### src/rtl/ysyx_23060124_cache_pkg.sv
// Shared state encoding, AXI constants and address-geometry helpers
// for the set-associative instruction cache.
package ysyx_23060124_cache_pkg;

  typedef enum logic [2:0] {
    S_IDLE,
    S_LOOKUP,
    S_MISS_AR,
    S_MISS_R,
    S_RESP,
    S_FLUSH
  } cache_state_e;

  localparam logic [1:0] BURST_INCR = 2'b01;
  localparam logic [1:0] RESP_OKAY  = 2'b00;

  function automatic int offset_bits(input int words_per_line, input int data_width);
    return $clog2(words_per_line * data_width / 8);
  endfunction

  function automatic int index_bits(input int sets);
    return $clog2(sets);
  endfunction

  function automatic int tag_bits(input int addr_width, input int words_per_line,
                                  input int data_width, input int sets);
    return addr_width - offset_bits(words_per_line, data_width) - index_bits(sets);
  endfunction

endpackage

### src/rtl/ysyx_23060124_icache_array.sv
// Tag, valid and data storage: all ways of one set are read in parallel,
// and a single way is written per cycle.
module ysyx_23060124_icache_array
  import ysyx_23060124_cache_pkg::*;
#(
  parameter int ADDR_WIDTH     = 32,
  parameter int DATA_WIDTH     = 32,
  parameter int SETS           = 4,
  parameter int WAYS           = 2,
  parameter int WORDS_PER_LINE = 4,
  localparam int TAG_W  = tag_bits(ADDR_WIDTH, WORDS_PER_LINE, DATA_WIDTH, SETS),
  localparam int IDX_VW = (SETS > 1) ? index_bits(SETS) : 1,
  localparam int WAY_W  = (WAYS > 1) ? $clog2(WAYS) : 1,
  localparam int WSEL_W = $clog2(WORDS_PER_LINE)
) (
  input  logic                             clock,
  input  logic                             reset,
  input  logic                             flush,
  input  logic [IDX_VW-1:0]                set_idx,
  input  logic [WSEL_W-1:0]                rd_word,
  output logic [WAYS-1:0]                  rd_valid,
  output logic [WAYS-1:0][TAG_W-1:0]       rd_tag,
  output logic [WAYS-1:0][DATA_WIDTH-1:0]  rd_data,
  input  logic [WAY_W-1:0]                 wr_way,
  input  logic                             data_we,
  input  logic [WSEL_W-1:0]                wr_word,
  input  logic [DATA_WIDTH-1:0]            wr_data,
  input  logic                             tag_we,
  input  logic [TAG_W-1:0]                 wr_tag,
  input  logic                             tag_valid
);

  logic [TAG_W-1:0]      tag_mem  [SETS][WAYS];
  logic [DATA_WIDTH-1:0] data_mem [SETS][WAYS][WORDS_PER_LINE];
  logic [SETS-1:0][WAYS-1:0] valid_q, valid_d;

  always_comb begin
    for (int w = 0; w < WAYS; w++) begin
      rd_valid[w] = valid_q[set_idx][w];
      rd_tag[w]   = tag_mem[set_idx][w];
      rd_data[w]  = data_mem[set_idx][w][rd_word];
    end
  end

  // Flush wins over a same-cycle tag write so an invalidate-all is never partial.
  always_comb begin
    valid_d = valid_q;
    if (flush) begin
      valid_d = '0;
    end else if (tag_we) begin
      valid_d[set_idx][wr_way] = tag_valid;
    end
  end

  always_ff @(posedge clock) begin
    if (reset) begin
      valid_q <= '0;
    end else begin
      valid_q <= valid_d;
    end
  end

  always_ff @(posedge clock) begin
    if (data_we) begin
      data_mem[set_idx][wr_way][wr_word] <= wr_data;
    end
    if (tag_we) begin
      tag_mem[set_idx][wr_way] <= wr_tag;
    end
  end

endmodule

### src/rtl/ysyx_23060124_icache_sa.sv
// Blocking set-associative instruction cache with AXI4 burst refill,
// round-robin replacement and fence.i invalidate-all.
module ysyx_23060124_icache_sa
  import ysyx_23060124_cache_pkg::*;
#(
  parameter int ADDR_WIDTH     = 32,
  parameter int DATA_WIDTH     = 32,
  parameter int SETS           = 4,
  parameter int WAYS           = 2,
  parameter int WORDS_PER_LINE = 4
) (
  input  logic                  clock,
  input  logic                  reset,
  input  logic                  req_valid,
  output logic                  req_ready,
  input  logic [ADDR_WIDTH-1:0] req_addr,
  output logic                  rsp_valid,
  input  logic                  rsp_ready,
  output logic [DATA_WIDTH-1:0] rsp_data,
  output logic                  rsp_err,
  input  logic                  fence_i,
  output logic                  M_AXI_ARVALID,
  input  logic                  M_AXI_ARREADY,
  output logic [ADDR_WIDTH-1:0] M_AXI_ARADDR,
  output logic [3:0]            M_AXI_ARID,
  output logic [7:0]            M_AXI_ARLEN,
  output logic [2:0]            M_AXI_ARSIZE,
  output logic [1:0]            M_AXI_ARBURST,
  input  logic                  M_AXI_RVALID,
  output logic                  M_AXI_RREADY,
  input  logic [DATA_WIDTH-1:0] M_AXI_RDATA,
  input  logic [1:0]            M_AXI_RRESP,
  input  logic                  M_AXI_RLAST
);

  localparam int BYTE_W = $clog2(DATA_WIDTH / 8);
  localparam int WSEL_W = $clog2(WORDS_PER_LINE);
  localparam int OFF_W  = offset_bits(WORDS_PER_LINE, DATA_WIDTH);
  localparam int TAG_W  = tag_bits(ADDR_WIDTH, WORDS_PER_LINE, DATA_WIDTH, SETS);
  localparam int IDX_VW = (SETS > 1) ? index_bits(SETS) : 1;
  localparam int WAY_W  = (WAYS > 1) ? $clog2(WAYS) : 1;

  cache_state_e                    state_q, state_d;
  logic [ADDR_WIDTH-1:0]           addr_q, addr_d;
  logic [ADDR_WIDTH-1:0]           araddr_q, araddr_d;
  logic [WAY_W-1:0]                victim_q, victim_d;
  logic [WSEL_W-1:0]               beat_q, beat_d;
  logic                            err_q, err_d;
  logic [SETS-1:0][WAY_W-1:0]      rr_q, rr_d;
  logic                            fence_pend_q, fence_pend_d;
  logic                            req_ready_q, req_ready_d;
  logic                            rsp_valid_q, rsp_valid_d;
  logic [DATA_WIDTH-1:0]           rsp_data_q, rsp_data_d;
  logic                            rsp_err_q, rsp_err_d;
  logic                            arvalid_q, arvalid_d;
  logic                            rready_q, rready_d;

  logic [IDX_VW-1:0]               set_idx;
  logic [WSEL_W-1:0]               word_sel;
  logic [TAG_W-1:0]                req_tag;
  logic [WAYS-1:0]                 rd_valid;
  logic [WAYS-1:0][TAG_W-1:0]      rd_tag;
  logic [WAYS-1:0][DATA_WIDTH-1:0] rd_data;
  logic                            hit;
  logic [DATA_WIDTH-1:0]           hit_data;
  logic [WAY_W-1:0]                victim_sel;
  logic                            flush, data_we, tag_we, tag_valid;
  logic                            beat_err, beat_last, fill_err;
  logic                            unused_addr_bits;

  generate
    if (SETS > 1) begin : g_idx
      assign set_idx = addr_q[OFF_W +: IDX_VW];
    end else begin : g_no_idx
      assign set_idx = '0;
    end
  endgenerate

  assign word_sel         = addr_q[BYTE_W +: WSEL_W];
  assign req_tag          = addr_q[ADDR_WIDTH-1 -: TAG_W];
  assign unused_addr_bits = ^addr_q[BYTE_W-1:0];

  ysyx_23060124_icache_array #(
    .ADDR_WIDTH    (ADDR_WIDTH),
    .DATA_WIDTH    (DATA_WIDTH),
    .SETS          (SETS),
    .WAYS          (WAYS),
    .WORDS_PER_LINE(WORDS_PER_LINE)
  ) u_array (
    .clock    (clock),
    .reset    (reset),
    .flush    (flush),
    .set_idx  (set_idx),
    .rd_word  (word_sel),
    .rd_valid (rd_valid),
    .rd_tag   (rd_tag),
    .rd_data  (rd_data),
    .wr_way   (victim_q),
    .data_we  (data_we),
    .wr_word  (beat_q),
    .wr_data  (M_AXI_RDATA),
    .tag_we   (tag_we),
    .wr_tag   (req_tag),
    .tag_valid(tag_valid)
  );

  // Descending scan so the lowest-index invalid way is the one that sticks.
  always_comb begin
    hit        = 1'b0;
    hit_data   = '0;
    victim_sel = rr_q[set_idx];
    for (int w = 0; w < WAYS; w++) begin
      if (rd_valid[w] && (rd_tag[w] == req_tag)) begin
        hit      = 1'b1;
        hit_data = rd_data[w];
      end
    end
    for (int w = WAYS - 1; w >= 0; w--) begin
      if (!rd_valid[w]) begin
        victim_sel = WAY_W'(w);
      end
    end
  end

  assign beat_err  = (M_AXI_RRESP != RESP_OKAY);
  assign beat_last = (beat_q == WSEL_W'(WORDS_PER_LINE - 1));
  assign fill_err  = err_q | beat_err | (M_AXI_RLAST != beat_last);

  always_comb begin
    state_d     = state_q;
    addr_d      = addr_q;
    araddr_d    = araddr_q;
    victim_d    = victim_q;
    beat_d      = beat_q;
    err_d       = err_q;
    rr_d        = rr_q;
    rsp_valid_d = rsp_valid_q;
    rsp_data_d  = rsp_data_q;
    rsp_err_d   = rsp_err_q;
    arvalid_d   = arvalid_q;
    rready_d    = rready_q;
    flush       = 1'b0;
    data_we     = 1'b0;
    tag_we      = 1'b0;
    tag_valid   = 1'b0;

    case (state_q)
      S_IDLE: begin
        if (req_ready_q) begin
          if (fence_i || fence_pend_q) begin
            state_d = S_FLUSH;
          end else if (req_valid) begin
            state_d = S_LOOKUP;
            addr_d  = req_addr;
          end
        end
      end
      S_LOOKUP: begin
        if (hit) begin
          state_d     = S_RESP;
          rsp_valid_d = 1'b1;
          rsp_data_d  = hit_data;
          rsp_err_d   = 1'b0;
        end else begin
          state_d   = S_MISS_AR;
          arvalid_d = 1'b1;
          araddr_d  = {addr_q[ADDR_WIDTH-1:OFF_W], {OFF_W{1'b0}}};
          victim_d  = victim_sel;
          err_d     = 1'b0;
          beat_d    = '0;
        end
      end
      S_MISS_AR: begin
        // The victim is invalidated before any beat lands so a failed or
        // abandoned refill can never expose a half-overwritten line.
        if (arvalid_q && M_AXI_ARREADY) begin
          state_d   = S_MISS_R;
          arvalid_d = 1'b0;
          rready_d  = 1'b1;
          tag_we    = 1'b1;
        end
      end
      S_MISS_R: begin
        if (rready_q && M_AXI_RVALID) begin
          data_we = 1'b1;
          beat_d  = beat_q + 1'b1;
          if (beat_err) begin
            err_d = 1'b1;
          end
          if (beat_q == word_sel) begin
            rsp_data_d = M_AXI_RDATA;
          end
          if (M_AXI_RLAST || beat_last) begin
            tag_we      = 1'b1;
            tag_valid   = !fill_err;
            rready_d    = 1'b0;
            rsp_valid_d = 1'b1;
            rsp_err_d   = fill_err;
            state_d     = S_RESP;
            if (!fill_err) begin
              rr_d[set_idx] = (rr_q[set_idx] == WAY_W'(WAYS - 1)) ? '0 : rr_q[set_idx] + 1'b1;
            end
          end
        end
      end
      S_RESP: begin
        if (rsp_ready) begin
          rsp_valid_d = 1'b0;
          rsp_err_d   = 1'b0;
          state_d     = (fence_i || fence_pend_q) ? S_FLUSH : S_IDLE;
        end
      end
      S_FLUSH: begin
        flush   = 1'b1;
        state_d = S_IDLE;
      end
      default: state_d = S_IDLE;
    endcase

    req_ready_d  = (state_d == S_IDLE);
    fence_pend_d = (fence_pend_q | fence_i) & (state_d != S_FLUSH);
  end

  always_ff @(posedge clock) begin
    if (reset) begin
      state_q      <= S_IDLE;
      addr_q       <= '0;
      araddr_q     <= '0;
      victim_q     <= '0;
      beat_q       <= '0;
      err_q        <= 1'b0;
      rr_q         <= '0;
      fence_pend_q <= 1'b0;
      req_ready_q  <= 1'b0;
      rsp_valid_q  <= 1'b0;
      rsp_data_q   <= '0;
      rsp_err_q    <= 1'b0;
      arvalid_q    <= 1'b0;
      rready_q     <= 1'b0;
    end else begin
      state_q      <= state_d;
      addr_q       <= addr_d;
      araddr_q     <= araddr_d;
      victim_q     <= victim_d;
      beat_q       <= beat_d;
      err_q        <= err_d;
      rr_q         <= rr_d;
      fence_pend_q <= fence_pend_d;
      req_ready_q  <= req_ready_d;
      rsp_valid_q  <= rsp_valid_d;
      rsp_data_q   <= rsp_data_d;
      rsp_err_q    <= rsp_err_d;
      arvalid_q    <= arvalid_d;
      rready_q     <= rready_d;
    end
  end

  assign req_ready     = req_ready_q;
  assign rsp_valid     = rsp_valid_q;
  assign rsp_data      = rsp_data_q;
  assign rsp_err       = rsp_err_q;
  assign M_AXI_ARVALID = arvalid_q;
  assign M_AXI_ARADDR  = araddr_q;
  assign M_AXI_ARID    = 4'd0;
  assign M_AXI_ARLEN   = 8'(WORDS_PER_LINE - 1);
  assign M_AXI_ARSIZE  = 3'(BYTE_W);
  assign M_AXI_ARBURST = BURST_INCR;
  assign M_AXI_RREADY  = rready_q;

endmodule

### config.mk
export PLATFORM = sky130hd
export DESIGN_NAME = ysyx_23060124_icache_sa
export DESIGN_NICKNAME = d
export VERILOG_FILES = /design/src/rtl/ysyx_23060124_cache_pkg.sv /design/src/rtl/ysyx_23060124_icache_array.sv /design/src/rtl/ysyx_23060124_icache_sa.sv
export SDC_FILE = /design/constraint.sdc
export NUM_CORES = 1
export LEC_CHECK = 0
export ABC_AREA = 1
export BUFFER_PORTS_ARGS = -buffer_cell sky130_fd_sc_hd__buf_4
export CAP_MARGIN = 20
export CORE_MARGIN = 2
export CORE_UTILIZATION = 67
export DETAILED_ROUTE_END_ITERATION = 7
export MAX_ROUTING_LAYER = met4
export PLACE_DENSITY_LB_ADDON = 0.08
export SLEW_MARGIN = 10
export SYNTH_ARGS = -nofsm -noshare
export SYNTH_HDL_FRONTEND = slang
export SYNTH_HIERARCHICAL = 1
export SYNTH_SLANG_ARGS = --single-unit
### constraint.sdc
create_clock -name clock -period 5.8 [get_ports clock]
set_clock_uncertainty 0.05 [all_clocks]
set_input_delay 1.45 -clock clock [delete_from_list [all_inputs] [get_ports clock]]
set_output_delay 1.45 -clock clock [all_outputs]
set_load 0.005 [all_outputs]
==> out/metrics.yaml <==
clocking:
  htree_num_levels: 4
  numCtsBuffers: 137
  cts-root-buf: "clkbuf_16"
  cts_resized: 0
  cts_tree: "built"
  cts.path.max_buffers: 3
  cts.sinks: 1347
  hold_buffers: 0
  cts.clk_slew.worst_paths_ns: 0.06
  clock_latency_ns: 0.75
  post-cts-setup-buffer-count: 0
setup_path:
  crit_arrival_ns: 5.68
  critical_path_buf_inv_count: 3
  cp-end-kind: "flip-flop"
  cp-start-kind: "flip-flop"
  rr_worst_depth: 14
  cpLargestDelayFamily: "simple AND/OR/NAND/NOR gates"
  crit_type: "flip-flop to flip-flop"
  worstPathRequired_ns: 6.37
  critPathSlowestCell: "dfxtp_4"
  critical_path.max_stage_delay_ns: 0.86
  crit_chain: "nand2_1 > buf_4 > inv_2 > buf_4 > a22oi_1 > nand2_1 > xnor2_1 > nand4_1 > nor2_4 > nand2_2 > nand3_1 > nand2_1 > a21oi_1 > nor2_1"
  critPathMaxFanout: 52
  reg2reg_to: "rsp_data[31]$_SDFFE_PP0P_"
  crit_path_start: "addr_q[5]$_SDFFE_PP0P_"
  crit_path_frequent_cell: "nand2_1"
  rr_startpoint: "addr_q[5]$_SDFFE_PP0P_"
  rrSetupSlack_ns: 0.69
placement:
  gp_congestion: 0.935
  post-dp-hpwl_um: 84800
  pre_cts_ws_ns: 0.943
  io_buffers: 136
synthesis:
  syn_area_per_cell_um2: 10.6
  yosys_most_used_dff: "edfxtp_1"
  syn_area_um2: 56100
  synthCells: 5299
  synthArstFlopShare_pct: 0
  synth_seq_area_share_pct: 70.0
  ys_warn_count: 6
  ys_seq_elements: 1347
  yosysTopAreaCellShare_pct: 65.9
  ys_top_cells_by_count: "nand2_1 (2475), edfxtp_1 (1232), nand3_1 (537)"
  synth-edff-count: 1232
  synth_area_leaders: "edfxtp_1 (66%), nand2_1 (17%), nand3_1 (4.8%)"
  synth_most_common_cell: "nand2_1"
  yosysTopAreaCell: "edfxtp_1"
  synth_cell_types: 39
run_status:
  violations: "DRC"
  status: "complete, but fails checks"
global_route:
  grt_use_met2_pct: 56.0
  grt_pass1_vias: 36600
  use_met1_pct: 50.2
  grt_pass1_wl_um: 227000
  grt_overflow: 0
  antenna_found_initial: 11
  top_usage_layer: "met2"
  grt_max_degree: 220
  use_met3_pct: 7.43
  grt_use_total_pct: 37.1
finish:
  syn_to_final_growth_pct: 11.3
  fillers: 5547
  multi_input_area_um2: 15000
  seqCellArea_um2: 39300
  fin_nets: 5456
  drive_gt1_share_pct: 9.27
timing:
  rsz0062_at_grt: "false"
  slew_headroom_pct: 3.56
  layout_min_cycle_time_ns: 5.11
  finalSetupTns_ns: 0
  worstMarginPinSlew_ns: 1.45
  max_clock_freq_mhz: 196
  min_period_over_period_pct: 88.1
  hold_viol_final: 0
  drv_slew: 0
  layout_setup_ws_ns: 0.692
  setup_viol: 0
power_and_ir_drop:
  p_int_w: 0.0163
  p_leak_nw: 24.2
  power.share.clock_pct: 38.4
  p_seq_share_pct: 49.8
  powerDensity_nw_per_um2: 354
  swShare_pct: 26.1
  p_sw_w: 0.00577
  power.total_w: 0.0221
  p_comb_share_pct: 11.9
  peakVddDrop_mv: 0.320
detailed_routing:
  drt-total-wl_um: 155000
  drtIter0Drc: 5159
  vias: 39500
  wl_per_cell_um: 23.5
  routed_via_density: 6.00
  ant_nets: 0
  first_pass_iters: 8
  post-route-drc-count: 34
floorplan:
  start_util_pct: 67.4
  die_w_um: 293
  ios: 160
  rows: 106
  die-area_um2: 86100
  dieHeight_um: 293
  coreArea_um2: 83300
worst_hold_path:
  holdCritStartpoint: "rr_q[1]$_SDFFE_PP0P_"
  hold_end: "rr_q[1]$_SDFFE_PP0P_"
  worstHoldPathCells: 2
  hp-class: "flip-flop to flip-flop"
job:
  cap_violations: 0
==> how the worst max path moves through the flow <==
stage / endpoint / slack (ns) / depth (start not counted)
after detailed placement: rsp_data[31]$_SDFFE_PP0P_ / 0.94 / 14
after global routing: rsp_data[31]$_SDFFE_PP0P_ / 0.61 / 14
after CTS: rsp_data[31]$_SDFFE_PP0P_ / 0.89 / 14
after global placement: rsp_data[6]$_SDFFE_PP0P_ / 1.00 / 14
final: rsp_data[31]$_SDFFE_PP0P_ / 0.69 / 14
after floorplan: u_array/data_mem[0][128]$_DFFE_PP_ / 1.94 / 6
==> cells by family after synthesis <==
family,after synthesis,share of synthesized area [%]
AND/OR/NAND/NOR,3200,22.9
flip-flops,1347,70.0
buffers and inverters,461,3.85
AO/OA/AOI/OAI,268,2.87
XOR/XNOR,19,0.296
adder cells (fa/ha/maj),2,0.0446
other,2,0.0134
==> per-layer routing <==
metal	routed length, µm	up-vias
met1	59800	18800
met2	71700	2316
li1	-	18000
met3	17400	408
met5	0	-
met4	6090	0
==> cell usage in the layout, fill, tap and decap left out, types with 48 or more instances in the layout <==
master | Yosys | routed
a21oi_1 | 120 | 120
a22oi_1 | 94 | 94
buf_4 | 39 | 224
clkbuf_16 | 0 | 141
nor2_1 | 143 | 103
inv_1 | 133 | 131
nand2_1 | 2475 | 2475
edfxtp_1 | 1232 | 1232
clkbuf_1 | 70 | 48
nand3_1 | 537 | 537
dfxtp_1 | 115 | 111
==> per-stage QoR <==
| step | util [%] | cells | area, µm² | hold slack [ns] |
|---|---|---|---|---|
| 6_report | 75.0 | 6583 | 62500 | 0.400 |
| 5_1_grt | 75.0 | 6583 | 62500 | 0.426 |
| 4_1_cts | 74.9 | 6571 | 62400 | 0.401 |
| 3_5_place_dp | 69.7 | 6319 | 58100 | 0.392 |
| 3_3_place_gp | 69.7 | 6318 | 58100 | 0.387 |
| 2_1_floorplan | - | 5318 | 56200 | 0.373 |
==> power by group through the flow <==
stage / registers, W / clock network [W] / logic (W)
2_1_floorplan: 0.0110 / 0 / 0.00170
3_3_place_gp: 0.0112 / 0 / 0.00250
3_5_place_dp: 0.0112 / 0 / 0.00254
4_1_cts: 0.0110 / 0.00852 / 0.00256
5_1_grt: 0.0110 / 0.00889 / 0.00285
6_report: 0.0110 / 0.00848 / 0.00262
==> registers in the layout, summed over array words and instances (netlist names) <==
name,flops
rr_q,4
victim_q,1
fence_pend_q,1
err_q,1
state_q,3
addr_q,30
u_array/tag_mem,208
rsp_err,1
rsp_data,32
u_array/valid_q,8
rsp_valid,1
req_ready,1
u_array/data_mem,1024
beat_q,2
M_AXI_ARVALID,1
M_AXI_RREADY,1
M_AXI_ARADDR,28
==> worst register-to-register path, delay by kind of cell (launching register included) <==
kind,cells,cell delay [ns]
and+or+nand+nor,8,2.37
buffers and inverters,3,1.26
xor gates and xnor gates,1,0.20
AOI/OAI and AO/OA,2,0.26
DFF,1,0.86
==> layout make-up <==
type	count	share of cell area, %
Clock buffer	198	6.12
Multi-Input combinational cell	3510	24.0
Sequential cell	1347	62.9
Inverter	151	0.949
Timing Repair Buffer	233	3.00
Clock inverter	54	0.773
Antenna cell	10	0.0401
Tap cell	1080	2.16
Note: power is estimated with default switching activity, not from simulation.
